File: config.mk
export PLATFORM = sky130hd
export DESIGN_NAME = team_06_i2s_capture_ctrl
export DESIGN_NICKNAME = d
export VERILOG_FILES = /design/src/rtl/team_06_i2s_capture_ctrl.sv
export SDC_FILE = /design/constraint.sdc
export NUM_CORES = 1
export LEC_CHECK = 0
export ABC_AREA = 1
export BUFFER_PORTS_ARGS = -buffer_cell sky130_fd_sc_hd__buf_2
export CELL_PAD_IN_SITES_DETAIL_PLACEMENT = 1
export CELL_PAD_IN_SITES_GLOBAL_PLACEMENT = 2
export CORE_ASPECT_RATIO = 1.25
export CORE_MARGIN = 2
export CORE_UTILIZATION = 39
export CTS_CLUSTER_SIZE = 28
export DETAILED_ROUTE_END_ITERATION = 10
export PLACE_DENSITY = 0.89
export SLEW_MARGIN = 20
export SYNTH_ARGS = -nofsm -noshare
export SYNTH_HDL_FRONTEND = slang
export SYNTH_SLANG_ARGS = --single-unit
File: constraint.sdc
create_clock -name clk -period 2.3 [get_ports clk]
set_input_delay 0.23 -clock clk [delete_from_list [all_inputs] [get_ports clk]]
set_output_delay 0.23 -clock clk [all_outputs]
set_load 0.02 [all_outputs]
File: src/rtl/team_06_i2s_capture_ctrl.sv
// Master-mode I2S capture controller: generates i2sclk/ws, deserialises MSB-first slot words
// with the standard one-bit delay, and buffers {channel, sample} in a first-word-fall-through FIFO.
module team_06_i2s_capture_ctrl #(
  parameter int unsigned CLK_DIV     = 4,
  parameter int unsigned SLOT_BITS   = 32,
  parameter int unsigned SAMPLE_BITS = 8,
  parameter int unsigned FIFO_DEPTH  = 4
) (
  input  logic                   clk,
  input  logic                   rst,
  input  logic                   en,
  input  logic                   adc_serial_in,
  output logic                   i2sclk,
  output logic                   ws,
  output logic [SAMPLE_BITS-1:0] sample_data,
  output logic                   sample_right,
  output logic                   sample_valid,
  input  logic                   sample_ready,
  output logic                   overflow,
  input  logic                   clr_overflow,
  output logic                   busy
);

  localparam int unsigned DivW = (CLK_DIV > 1) ? $clog2(CLK_DIV) : 1;
  localparam int unsigned BitW = (SLOT_BITS > 1) ? $clog2(SLOT_BITS) : 1;
  localparam int unsigned PtrW = (FIFO_DEPTH > 1) ? $clog2(FIFO_DEPTH) : 1;
  localparam int unsigned EntW = SAMPLE_BITS + 1;

  typedef enum logic {StIdle, StRun} state_e;

  state_e                 state_q, state_d;
  logic [DivW-1:0]        div_q, div_d;
  logic [BitW-1:0]        bit_q, bit_d;
  logic                   i2sclk_q, i2sclk_d;
  logic                   ws_q, ws_d;
  logic [SAMPLE_BITS-1:0] word_q, word_d;
  logic                   push_q, push_d;
  logic [PtrW:0]          wr_ptr_q, rd_ptr_q;
  logic                   overflow_q, overflow_d;
  logic [EntW-1:0]        mem [FIFO_DEPTH];

  logic div_wrap, rise, fall, slot_end, frame_end;
  logic empty, full, pop, do_push;
  logic [EntW-1:0] head;

  assign div_wrap  = (state_q == StRun) && (div_q == DivW'(CLK_DIV - 1));
  assign rise      = div_wrap && !i2sclk_q;
  assign fall      = div_wrap && i2sclk_q;
  assign slot_end  = fall && (bit_q == BitW'(SLOT_BITS - 1));
  assign frame_end = slot_end && ws_q;

  always_comb begin
    state_d  = state_q;
    div_d    = div_q;
    bit_d    = bit_q;
    i2sclk_d = i2sclk_q;
    ws_d     = ws_q;
    word_d   = word_q;
    push_d   = 1'b0;
    unique case (state_q)
      StIdle: begin
        if (en) state_d = StRun;
      end
      StRun: begin
        div_d = div_wrap ? '0 : div_q + 1'b1;
        if (div_wrap) i2sclk_d = ~i2sclk_q;
        // Position 0 is the I2S delay bit; only positions 1..SAMPLE_BITS carry data.
        if (rise && (bit_q != '0) && (bit_q <= BitW'(SAMPLE_BITS))) begin
          word_d = {word_q[SAMPLE_BITS-2:0], adc_serial_in};
        end
        if (rise && (bit_q == BitW'(SAMPLE_BITS))) push_d = 1'b1;
        if (fall) begin
          if (slot_end) begin
            bit_d = '0;
            ws_d  = ~ws_q;
          end else begin
            bit_d = bit_q + 1'b1;
          end
        end
        if (frame_end && !en) begin
          state_d  = StIdle;
          div_d    = '0;
          bit_d    = '0;
          i2sclk_d = 1'b0;
          ws_d     = 1'b0;
        end
      end
      default: state_d = StIdle;
    endcase
  end

  always_ff @(posedge clk or posedge rst) begin
    if (rst) begin
      state_q  <= StIdle;
      div_q    <= '0;
      bit_q    <= '0;
      i2sclk_q <= 1'b0;
      ws_q     <= 1'b0;
      word_q   <= '0;
      push_q   <= 1'b0;
    end else begin
      state_q  <= state_d;
      div_q    <= div_d;
      bit_q    <= bit_d;
      i2sclk_q <= i2sclk_d;
      ws_q     <= ws_d;
      word_q   <= word_d;
      push_q   <= push_d;
    end
  end

  // Extra pointer bit distinguishes full from empty when the indices match.
  assign empty   = (wr_ptr_q == rd_ptr_q);
  assign full    = (wr_ptr_q[PtrW] != rd_ptr_q[PtrW]) &&
                   (wr_ptr_q[PtrW-1:0] == rd_ptr_q[PtrW-1:0]);
  assign pop     = !empty && sample_ready;
  assign do_push = push_q && (!full || pop);
  assign overflow_d = (push_q && full && !pop) || (overflow_q && !clr_overflow);

  always_ff @(posedge clk or posedge rst) begin
    if (rst) begin
      wr_ptr_q   <= '0;
      rd_ptr_q   <= '0;
      overflow_q <= 1'b0;
    end else begin
      if (do_push) wr_ptr_q <= wr_ptr_q + 1'b1;
      if (pop) rd_ptr_q <= rd_ptr_q + 1'b1;
      overflow_q <= overflow_d;
    end
  end

  always_ff @(posedge clk) begin
    if (do_push) mem[wr_ptr_q[PtrW-1:0]] <= {ws_q, word_q};
  end

  assign head = mem[rd_ptr_q[PtrW-1:0]];

  // Head is masked while empty so stale storage never reaches the outputs.
  assign sample_valid = !empty;
  assign sample_data  = sample_valid ? head[SAMPLE_BITS-1:0] : '0;
  assign sample_right = sample_valid ? head[SAMPLE_BITS] : 1'b0;
  assign overflow     = overflow_q;
  assign i2sclk       = i2sclk_q;
  assign ws           = ws_q;
  assign busy         = (state_q == StRun);

endmodule
==> reports/metrics.yaml, run 1 <==
gp_congestion: 0.730
grt_use_total_pct: 16.4
critical_path.startpoint_type: "flip-flop"
report.final.slew_viol_count: 0
root_buffer: "clkbuf_8"
cp_common_cell: "nand2_1"
vias_per_cell: 4.96
die_w_um: 79.4
cts_tree: "done"
dp_hpwl_um: 4020
grt_pass1_wl_um: 9600
synth_most_common_cell: "nand2_1"
cp.required_ns: 2.07
cts.path.max_buffers: 2
cts.sinks: 62
setup_ws_ns: 0.295
synth_area_leaders: "edfxtp_1, dfrtp_1, nand2_1"
placed_area_um2: 2990
grt_max_degree: 27
drv_cap: 0
critPathCaptureType: "primary output"
pre_cts_ws_ns: 0.481
dr.first_iter.drc_count: 110
finalCritPeriodShare_pct: 87.2
hp-class: "in -> reg"
grt_pass1_vias: 2034
synth_seq_cells: 62
synthCells: 270
clock_latency_ns: 0.34
slew_headroom_pct: 76.8
core_area_um2: 6930
hold_viol: 0
die_h_um: 98.2
finClkSkew_ns: 0.00725
nets: 317
arrival_ns: 1.78
fin_tns_setup_ns: 0
overflow: 0
ys_warn_count: 0
drc: 0
status: "finished clean"
cts_buffers: 9
die-area_um2: 7790
io_pins: 20
synth_flop_cell: "edfxtp_1"
critPathTopFamily: "simple AND/OR/NAND/NOR gates"
async_flop_share_pct: 41.9
postRouteAntennaNets: 0
n_fill_cell: 812
pwr_density_cell_nw_per_um2: 668
synth.top_cells.by_count: "nand2_1, edfxtp_1, nor2_1"
drt-pass1-iter-count: 4
critical_path_class: "reg -> out"
cp_slowest_cell: "dfrtp_2"
setup_violations: 0
ys_seq_area_share_pct: 62.5
syn_area_um2: 2770
total_leakage_power_nw: 1.50
synth_edf_count: 36
num_vias: 1970
max_freq_ghz: 0.499
start_util_pct: 39.9
peakVddDrop_mv: 0.273
htree_levels: 3
crit_buf_inv: 3
wire_per_inst_um: 14.5
rsz0062_at_grt: "false"
clk_pin_slew_ns: 0.07
synth_top_area_share_pct: 39.0
critPathMaxFanout: 14
row_count: 34
final_util_pct: 46.0
wl_um: 5760
yosysTopAreaCell: "edfxtp_1"
min_period_ns: 2.01
drive_gt1_share_pct: 17.9
tightest_slew_ns: 0.348
area_growth_pct: 15.3
numPortBuffers: 19
synthesis.nets: 285
grt_antenna_before_repair: 0
syn-mean-instance-area_um2: 10.3
final_area_um2: 3190
antenna_cells: 0
cts_setup_buffers: 0
fin_cells: 397
slowest_delay_ns: 0.50
yosys.cell_types.count: 23
place_inst: 380
crit_chain: "inv_2 -> nand2_1 -> nand2_1 -> nor2_4 -> nand2_2 -> nand2_1 -> inv_1 -> buf_2"
area by class of cell:
type                       instances  area [um2]  share of cell area, %
clock buffer                       9         124                   3.88
timing repair buffer              27         158                   4.94
clock inverter                     7        65.1                   2.04
sequential                        62        1730                   54.3
inverter                          33         125                   3.92
multi-input combinational        169         875                   27.4
tap                               90         113                   3.53
where the power goes:
| group | internal [mW] | switching (mW) | leakage, nW | total (mW) |
|---|---|---|---|---|
| logic | 0.00850 | 0.0143 | 0.713 | 0.0228 |
| registers | 1.18 | 0.00847 | 0.688 | 1.19 |
| clock network | 0.492 | 0.430 | 0.0964 | 0.922 |
through the flow:
stage	hold slack, ns	power (mW)
floorplan	0.270	1.22
global placement	0.315	1.23
detailed placement	0.320	1.23
CTS	0.0475	2.16
global route	0.0636	2.20
finish	0.0666	2.13
logic make-up (layout without fill, tap and decap cells):
kind of cell	Yosys count	in the layout	synth area share, %
adder cells (fa/ha/maj)	9	9	4.07
AO/OA/AOI/OAI	35	35	6.73
flip-flops	62	62	62.5
buffers and inverters	39	76	5.87
XOR/XNOR	2	2	0.633
AND/OR/NAND/NOR	123	123	20.2
worst paths after layout:
check,to,cells past startpoint,start,slack (ns)
max,sample_data[5],8,rd_ptr_q[1]$_DFFE_PP0P_,0.29
min,overflow$_DFF_PP0_,2,clr_overflow,0.07
max reg2reg,mem[0][4]$_DFFE_PP_,8,rd_ptr_q[1]$_DFFE_PP0P_,0.61
min reg2reg,div_q[1]$_DFFE_PP0P_,2,div_q[1]$_DFFE_PP0P_,0.50
max in group asynchronous,rd_ptr_q[1]$_DFFE_PP0P_,4,rst,1.54
min in group asynchronous,overflow$_DFF_PP0_,4,rst,0.49
placed cells by master (no fill, tap or decap), types with 2 or more instances in the layout:
cell type | netlist | routed
nand2_1 | 57 | 57
edfxtp_1 | 36 | 36
nor2_1 | 31 | 31
inv_1 | 30 | 30
dfrtp_1 | 26 | 25
o21ai_0 | 24 | 24
nand3_1 | 21 | 21
buf_2 | 3 | 19
o22ai_1 | 9 | 9
ha_1 | 9 | 9
clkbuf_8 | 0 | 9
buf_4 | 1 | 7
nand2_2 | 4 | 4
clkinv_2 | 1 | 4
nand2_4 | 3 | 3
nor3_1 | 3 | 3
nor2_4 | 2 | 2
inv_2 | 2 | 2
xor2_1 | 2 | 2
a21oi_1 | 2 | 2
flip-flops by register name (all words and copies together) (netlist names):
signal / flops
busy: 1
overflow: 1
rd_ptr_q: 3
i2sclk: 1
wr_ptr_q: 3
mem: 36
ws: 1
word_q: 8
push_q: 1
div_q: 2
bit_q: 5
routing by layer:
layer	vias up	part of all wire, %	global-route usage [%]
li1	953	-	-
met1	985	44	17.8
met2	22	52	29.7
met3	10	2.8	4.44
met4	0	1.7	6.63
met5	-	0	0
what timing repair did:
item | in CTS | in global routing
hold buffers | 1 | 0
resized for setup | 0 | 1
hold endpoints to repair | 26 | 0
setup endpoints to repair | 0 | 8
No activity file was read; power rests on OpenSTA's default activity.
==> run 2: changes to the inputs <==
--- a/config.mk
+++ b/config.mk
@@ -14,7 +14,7 @@
 export CORE_UTILIZATION = 39
 export CTS_CLUSTER_SIZE = 28
 export DETAILED_ROUTE_END_ITERATION = 10
-export PLACE_DENSITY = 0.89
+export PLACE_DENSITY_LB_ADDON = 0.1
 export SLEW_MARGIN = 20
 export SYNTH_ARGS = -nofsm -noshare
 export SYNTH_HDL_FRONTEND = slang
==> run 2 against run 1 <==
Wire length shrank 4.9%. Cell area grew 0.24%. Clock-buffer cell count grew 4. Global-route usage shrank 0.45 points.
==> reports/metrics.yaml, run 2 (synthesis results as in run 1) <==
tightest_slew_ns: 0.356  # was 0.348 ns
multiInputGateArea_um2: 875  # unchanged
area_growth_pct: 15.5  # was 15.3%
hold_viol: 0  # unchanged
power_frac_clock_pct: 43.0  # was 43.3%
start_util_pct: 39.9  # unchanged
peakVddDrop_mv: 0.301  # was 0.273 mV
p_int_mw: 1.70  # was 1.68 mW
max_freq_ghz: 0.502  # was 0.499 GHz
drt-pass1-iter-count: 4  # unchanged
seq_area_um2: 1730  # unchanged
setup_violations: 0  # unchanged
die_h_um: 98.2  # unchanged
layout_common_cells: "nand2_1, edfxtp_1, nor2_1"  # unchanged
wl_um: 5480  # was 5760 um
grt_use_total_pct: 15.9  # was 16.4%
die_w_um: 79.4  # unchanged
num_vias: 1930  # was 1970
numPortBuffers: 19  # unchanged
dr.first_iter.drc_count: 99  # was 110
place_inst: 380  # unchanged
cts.sinks: 62  # unchanged
min_period_ns: 1.99  # was 2.01 ns
core_area_um2: 6930  # unchanged
drive_gt1_share_pct: 17.6  # was 17.9%
cts_buffers: 9  # unchanged
grt_pass1_vias: 1968  # was 2034
gp_congestion: 0.748  # was 0.730
vias_per_cell: 4.86  # was 4.96
io_pins: 20  # unchanged
critPathMaxFanout: 14  # unchanged
total_leakage_power_nw: 1.50  # about the same
arrival_ns: 1.76  # was 1.78 ns
rsz0062_at_grt: "false"  # unchanged
critPathCaptureType: "primary output"  # unchanged
pwr_density_cell_nw_per_um2: 663  # was 668 nW/um2
slew_headroom_pct: 76.3  # was 76.8%
overflow: 0  # unchanged
cp.required_ns: 2.07  # about the same
n_fill_cell: 788  # was 812
status: "finished clean"  # unchanged
dp_hpwl_um: 3860  # was 4020 um
report.final.slew_viol_count: 0  # unchanged
drc: 0  # unchanged
largest_register_ffs: 36  # unchanged
grt_max_degree: 27  # unchanged
clk_pin_slew_ns: 0.07  # about the same
grt_pass1_wl_um: 9370  # was 9600 um
die-area_um2: 7790  # unchanged
clock_latency_ns: 0.33  # was 0.34 ns
root_buffer: "clkbuf_8"  # unchanged
p_sw_mw: 0.423  # was 0.453 mW
p_sw_share_pct: 19.9  # was 21.2%
fin_tns_setup_ns: 0  # unchanged
cts_setup_buffers: 0  # unchanged
cts_tree: "done"  # unchanged
antenna_cells: 0  # unchanged
finalCritPeriodShare_pct: 86.5  # was 87.2%
htree_levels: 3  # unchanged
p_comb_share_pct: 1.1  # about the same
wire_per_inst_um: 13.8  # was 14.5 um
critical_path_class: "reg -> out"  # unchanged
layout_commonest_cell: "nand2_1"  # unchanged
finClkSkew_ns: 0.0136  # was 0.00725 ns
row_count: 34  # unchanged
p_seq_share_pct: 55.9  # was 55.7%
cts.path.max_buffers: 2  # unchanged
grt_antenna_before_repair: 0  # unchanged
nets: 317  # unchanged
critical_path.startpoint_type: "flip-flop"  # unchanged
postRouteAntennaNets: 0  # unchanged
drv_cap: 0  # unchanged
fin_cells: 397  # unchanged
power_mw: 2.12  # was 2.13 mW
hp-class: "in -> reg"  # unchanged
==> run 2: changes by cell type in the layout (fill, tap and decap cells not counted) <==
cell and change:
clkinv_2 -2, clkinv_4 -1, bufinv_16 -1, clkbuf_1 +1, clkbuf_16 +1, clkbuf_8 +2
==> run 2: final timing paths <==
check,cells past startpoint,endpoint,start,slack (ns)
min,2,overflow$_DFF_PP0_,clr_overflow,0.09
max,8,sample_data[5],rd_ptr_q[1]$_DFFE_PP0P_,0.31
max reg2reg,8,mem[3][7]$_DFFE_PP_,rd_ptr_q[1]$_DFFE_PP0P_,0.65
min in group asynchronous,4,div_q[0]$_DFFE_PP0P_,rst,0.51
max in group asynchronous,4,rd_ptr_q[1]$_DFFE_PP0P_,rst,1.50
min reg2reg,2,div_q[1]$_DFFE_PP0P_,div_q[1]$_DFFE_PP0P_,0.51
==> run 2: power groups by stage <==
| stage | sequential [mW] | combinational [mW] | clock, mW |
|---|---|---|---|
| 2_1_floorplan | 1.21 | 0.0122 | 0 |
| 3_3_place_gp | 1.21 | 0.0223 | 0 |
| 3_5_place_dp | 1.21 | 0.0233 | 0 |
| 4_1_cts | 1.19 | 0.0247 | 0.934 |
| 5_1_grt | 1.19 | 0.0271 | 0.985 |
| 6_report | 1.19 | 0.0233 | 0.911 |
==> run 2: final cells by class <==
cell class / count / share of cell area (%)
Sequential cell: 62 / 54.2
Multi-Input combinational cell: 169 / 27.3
Clock buffer: 13 / 5.63
Timing Repair Buffer: 27 / 4.93
Tap cell: 90 / 3.52
Inverter: 33 / 3.91
Clock inverter: 3 / 0.508
==> run 2: repair_timing <==
| action | 4_1_cts | 5_1_grt |
|---|---|---|
| endpoints found under the setup margin | 0 | 6 |
| endpoints found under the hold margin | 26 | 0 |
| hold buffers | 1 | 0 |
| resized for setup | 0 | 1 |
==> run 2: routing by layer <==
layer / GRT usage [%] / vias to the layer above / wire length [um]
li1: - / 956 / -
met1: 19.4 / 941 / 2460
met2: 27.1 / 27 / 2780
met3: 2.50 / 6 / 145
met4: 7.96 / 0 / 92
met5: 0 / - / 0
==> run 2: through the flow <==
| stage | instance area [um2] | setup slack [ns] | utilization (%) | hold WS [ns] |
|---|---|---|---|---|
| global route | 3200 | 0.127 | 46.1 | 0.0936 |
| global placement | 2990 | 0.543 | 43.1 | 0.311 |
| CTS | 3200 | 0.126 | 46.1 | 0.0781 |
| floorplan | 2770 | 0.658 | - | 0.270 |
| detailed placement | 2990 | 0.490 | 43.1 | 0.320 |
| finish | 3200 | 0.310 | 46.1 | 0.0941 |
==> run 2: worst max-delay path, cell delays in order, from the launching register on <==
cell and delay (ns):
dfrtp_2 0.50, inv_2 0.13, nand2_1 0.08, nand2_1 0.08, nor2_4 0.12, nand2_2 0.20
nand2_1 0.14, inv_1 0.04, buf_2 0.15
